===== config.mk =====
export PLATFORM = sky130hd
export DESIGN_NAME = cheshire_cfg_seq
export DESIGN_NICKNAME = d
export VERILOG_FILES = /design/src/rtl/cheshire_cfg_seq_pkg.sv /design/src/rtl/cheshire_cfg_seq.sv
export SDC_FILE = /design/constraint.sdc
export NUM_CORES = 1
export LEC_CHECK = 0
export ABC_AREA = 1
export CAP_MARGIN = 20
export CELL_PAD_IN_SITES_DETAIL_PLACEMENT = 2
export CELL_PAD_IN_SITES_GLOBAL_PLACEMENT = 2
export CORE_AREA = 2 2 393 395
export CTS_CLUSTER_SIZE = 12
export DETAILED_ROUTE_END_ITERATION = 8
export DIE_AREA = 0 0 395 397
export GPL_ROUTABILITY_DRIVEN = 0
export PLACE_DENSITY = 0.6
export SKIP_CTS_REPAIR_TIMING = 1
export SLEW_MARGIN = 20
export SYNTH_ARGS = -nofsm -noshare
export SYNTH_HDL_FRONTEND = slang
export SYNTH_SLANG_ARGS = --single-unit

===== constraint.sdc =====
create_clock -name clk_i -period 2.4 [get_ports clk_i]
set_input_delay 0.48 -clock clk_i [delete_from_list [all_inputs] [get_ports clk_i]]
set_output_delay 0.48 -clock clk_i [all_outputs]
set_load 0.01 [all_outputs]

===== src/rtl/cheshire_cfg_seq_pkg.sv =====
// Shared types and helpers for the Cheshire post-reset configuration sequencer.
package cheshire_cfg_seq_pkg;

    typedef enum logic [2:0] {
        IDLE,
        ISSUE,
        WAIT,
        DONE,
        FAIL
    } state_e;

    function automatic int cfg_seq_idx_width(input int n);
        return (n > 1) ? $clog2(n) : 1;
    endfunction

endpackage


===== src/rtl/cheshire_cfg_seq.sv =====
// Walks a table of register writes over a single-outstanding request channel,
// retrying each entry on error or timeout and reporting done or the failing index.
module cheshire_cfg_seq
    import cheshire_cfg_seq_pkg::*;
#(
    parameter int NumEntries    = 8,
    parameter int AddrWidth     = 48,
    parameter int DataWidth     = 64,
    parameter int MaxRetries    = 3,
    parameter int TimeoutCycles = 1024
) (
    input  logic                                 clk_i,
    input  logic                                 rst_i,
    input  logic                                 start_i,
    input  logic [NumEntries-1:0][AddrWidth-1:0] tbl_addr_i,
    input  logic [NumEntries-1:0][DataWidth-1:0] tbl_data_i,
    output logic                                 req_valid_o,
    input  logic                                 req_ready_i,
    output logic [AddrWidth-1:0]                 req_addr_o,
    output logic [DataWidth-1:0]                 req_wdata_o,
    input  logic                                 rsp_valid_i,
    input  logic                                 rsp_error_i,
    output logic                                 busy_o,
    output logic                                 done_o,
    output logic                                 error_o,
    output logic [cfg_seq_idx_width(NumEntries)-1:0] err_idx_o
);

    localparam int IdxW   = cfg_seq_idx_width(NumEntries);
    localparam int RetryW = cfg_seq_idx_width(MaxRetries + 1);
    localparam int TmoW   = cfg_seq_idx_width(TimeoutCycles + 1);

    localparam logic [IdxW-1:0]   LastIdx  = IdxW'(NumEntries - 1);
    localparam logic [RetryW-1:0] RetryMax = RetryW'(MaxRetries);
    localparam logic [TmoW-1:0]   TmoLast  = TmoW'(TimeoutCycles - 1);

    state_e            state_q, state_d;
    logic [IdxW-1:0]   idx_q, idx_d;
    logic [RetryW-1:0] retry_q, retry_d;
    logic [TmoW-1:0]   tmo_q, tmo_d;
    logic [IdxW-1:0]   err_idx_q, err_idx_d;

    always_ff @(posedge clk_i) begin
        if (rst_i) begin
            state_q   <= IDLE;
            idx_q     <= '0;
            retry_q   <= '0;
            tmo_q     <= '0;
            err_idx_q <= '0;
        end else begin
            state_q   <= state_d;
            idx_q     <= idx_d;
            retry_q   <= retry_d;
            tmo_q     <= tmo_d;
            err_idx_q <= err_idx_d;
        end
    end

    always_comb begin
        state_d   = state_q;
        idx_d     = idx_q;
        retry_d   = retry_q;
        tmo_d     = tmo_q;
        err_idx_d = err_idx_q;
        unique case (state_q)
            IDLE, DONE, FAIL: begin
                if (start_i) begin
                    state_d = ISSUE;
                    idx_d   = '0;
                    retry_d = '0;
                end
            end
            ISSUE: begin
                if (req_ready_i) begin
                    state_d = WAIT;
                    tmo_d   = '0;
                end
            end
            WAIT: begin
                // A response in the expiry cycle wins over the timeout.
                if (rsp_valid_i && !rsp_error_i) begin
                    if (idx_q == LastIdx) begin
                        state_d = DONE;
                    end else begin
                        state_d = ISSUE;
                        idx_d   = idx_q + IdxW'(1);
                        retry_d = '0;
                    end
                end else if (rsp_valid_i || (tmo_q == TmoLast)) begin
                    if (retry_q < RetryMax) begin
                        state_d = ISSUE;
                        retry_d = retry_q + RetryW'(1);
                    end else begin
                        state_d   = FAIL;
                        err_idx_d = idx_q;
                    end
                end else begin
                    tmo_d = tmo_q + TmoW'(1);
                end
            end
            default: state_d = IDLE;
        endcase
    end

    assign req_valid_o = (state_q == ISSUE);
    assign busy_o      = (state_q == ISSUE) || (state_q == WAIT);
    assign done_o      = (state_q == DONE);
    assign error_o     = (state_q == FAIL);
    assign err_idx_o   = err_idx_q;

    assign req_addr_o  = req_valid_o ? tbl_addr_i[idx_q] : '0;
    assign req_wdata_o = req_valid_o ? tbl_data_i[idx_q] : '0;

endmodule


==> metrics <==
crit path max fanout 11; # nets final 4077; Slew headroom 0.6093; Clock Skew 0.004362 ns; Die Y 397 um; synthesized area 9513 sq um; P&R area growth vs syn 192.9%; initial antenna violation count 78; P_leak 10.24 nW; die footprint 156800 sq um; CTS tree done; Setup Viol. Count Final 107; global-route usage over all layers 0.1499; Reg area 451.7 sq um; syn avg cell area 4.826 sq um; Root Buffer clkbuf_16; Core Area 153000 sq um; failing checks negative setup slack; ANT nets after route 0; Final Hold Fails 0; library cells used by synthesis 28; Post-synth EDFFs 0; max cap viols 0; status complete, but fails checks; Clock transition at path regs 0.07 ns; crit end category output pin; Top Ports 1021; Initial DRC Count 955; Util after Layout 0.1822; CTS buffer count 3; row cnt 144; largest net degree at the start of global routing 51; H-tree depth 1; Critical Path Start Type flip-flop; minimum clock period after layout 2.759 ns; Slew Limit Fails 0; Port Buffer Count 1020; clk buf depth 2; first-pass GRT wire length 165800 um; area share of the leading cell type in the synthesized netlist 0.3662; TritonCTS Sinks 22; cell area after placement 23640 sq um; crit share post-route 1.150; largest cells by area after synthesis nor2_1 (37%), o21ai_0 (17%), o21ai_1 (13%); hold path startpoint err_idx_o[1]; area of the multi-input gates 9950 sq um; routed len/inst 26.25 um; final instance area 27860 sq um; r2r startpoint tmo_q[0]; vias in the first global route 19990; Max Fclk 362.4 MHz; register area share after synthesis 0.04630; CP required 1.92 ns; peak supply drop 371.9 uV; Setup crit start idx_q[0]; synthesized flop and latch total 22; overall via count from detail_route 19960; Synth Instances 1971; Initial DRT Pass Iterations 5; layout cell share with drive strength beyond 1 0.2770; post-DP HPWL 111500 um; Critical Path AT 2.28 ns; most numerous cell in the Yosys netlist nor2_1; setup repair after global routing missed its margin true; Hold/Removal Path Class flip-flop to flip-flop; Power Density 1124 nW/um^2; asr flop ratio synth 0; Commonest cells post-synth nor2_1 (928), o21ai_0 (325), o21ai_1 (240), o32ai_1 (112), clkbuf_1 (90); DRC 0; Fill cells 18020; predominant post-synthesis flop cell dfxtp_1; WL final 137500 um; Crit Path Class flip-flop to output pin; Via-to-Cell Ratio 3.812; Synth warnings 0; Starting Density 0.06219; clock insertion delay at the later pin of the skew report 0.27 ns; Synth area leader nor2_1; Die X 395 um; Worst Setup Slack, final -0.3594 ns; Mapped Nets 2877; grt ovf 0; Tightest Pin Transition 0.5838 ns
==> area by class of cell <==
cell class	count	area share
Antenna cell	23	0.002066
Inverter	26	0.004715
Sequential cell	22	0.01621
Timing Repair inverter	2	0.001482
Clock buffer	4	0.003592
Tap cell	2044	0.09178
Timing Repair Buffer	1383	0.5231
Multi-Input combinational cell	1733	0.3571
==> state kept, by name (all words and copies together) (netlist names) <==
name	flops
err_idx_o	3
idx_q	3
retry_q	2
state_q	3
tmo_q	11
==> layer usage <==
| layer | GRT usage | vias to the layer above | wire, um |
|---|---|---|---|
| met3 | 0.03182 | 170 | 8011 |
| met2 | 0.2702 | 763 | 70120 |
| met4 | 0.02794 | 34 | 2527 |
| met5 | 0 | - | 242 |
| met1 | 0.1825 | 9858 | 56580 |
| li1 | - | 9138 | - |
==> cells in the final DEF (no fill, tap or decap), types with 45 or more instances in the layout <==
cell / netlist / final
nand2_1: 62 / 62
o32ai_1: 112 / 45
nor2_1: 928 / 734
buf_12: 0 / 61
o32ai_2: 0 / 63
buf_4: 16 / 191
o21ai_2: 0 / 97
buf_2: 42 / 61
o21ai_1: 240 / 237
nor2_4: 1 / 70
buf_6: 25 / 69
nor2_2: 1 / 126
o21ai_0: 325 / 208
clkdlybuf4s50_1: 0 / 908
==> power breakdown <==
part / internal, W / switching, W
Combinational: 0.0138 / 0.0165
Clock: 0.000291 / 0.000180
Sequential: 0.000447 / 0.000110
==> kinds of logic after synthesis <==
kind of cell,after synthesis,share of synthesized area
xor gates and xnor gates,1,0.0009209
buffers and inverters,216,0.1182
adders and majority gates,4,0.005261
AOI/OAI and AO/OA,696,0.4121
and+or+nand+nor,1032,0.4172
DFF,22,0.04630
==> worst paths after layout <==
path	end	slack (ns)	cells past startpoint
worst max-delay path	req_wdata_o[54]	-0.36	10
worst min register to register	err_idx_o[1]	0.46	2
worst min-delay path	err_idx_o[1]	0.46	2
worst max register to register	tmo_q[8]	0.46	9
==> worst max-delay path, cell delays in order (launching register included) <==
cell and delay, ns:
dfxtp_4 0.37, buf_12 0.15, buf_4 0.14, buf_8 0.12
buf_16 0.14, buf_4 0.16, o21ai_0 0.20, o21ai_2 0.11
o21ai_2 0.32, nor2_2 0.10, dlymetal6s2s_1 0.19
==> stage by stage <==
stage	worst slack (ns)	setup TNS, ns	cells	power [W]	hold WS, ns
after floorplan	0.5365	0	1971	0.01069	0.4592
after global placement	-1.268	-34.05	5082	0.02297	0.4534
after detailed placement	-1.269	-35.31	5082	0.02317	0.4575
after CTS	-1.300	-66.98	5086	0.02374	0.4692
after global routing	-0.4427	-31.58	5230	0.03354	0.4999
final	-0.3594	-19.38	5237	0.03133	0.4639
Note: power is estimated with default switching activity, not from simulation.
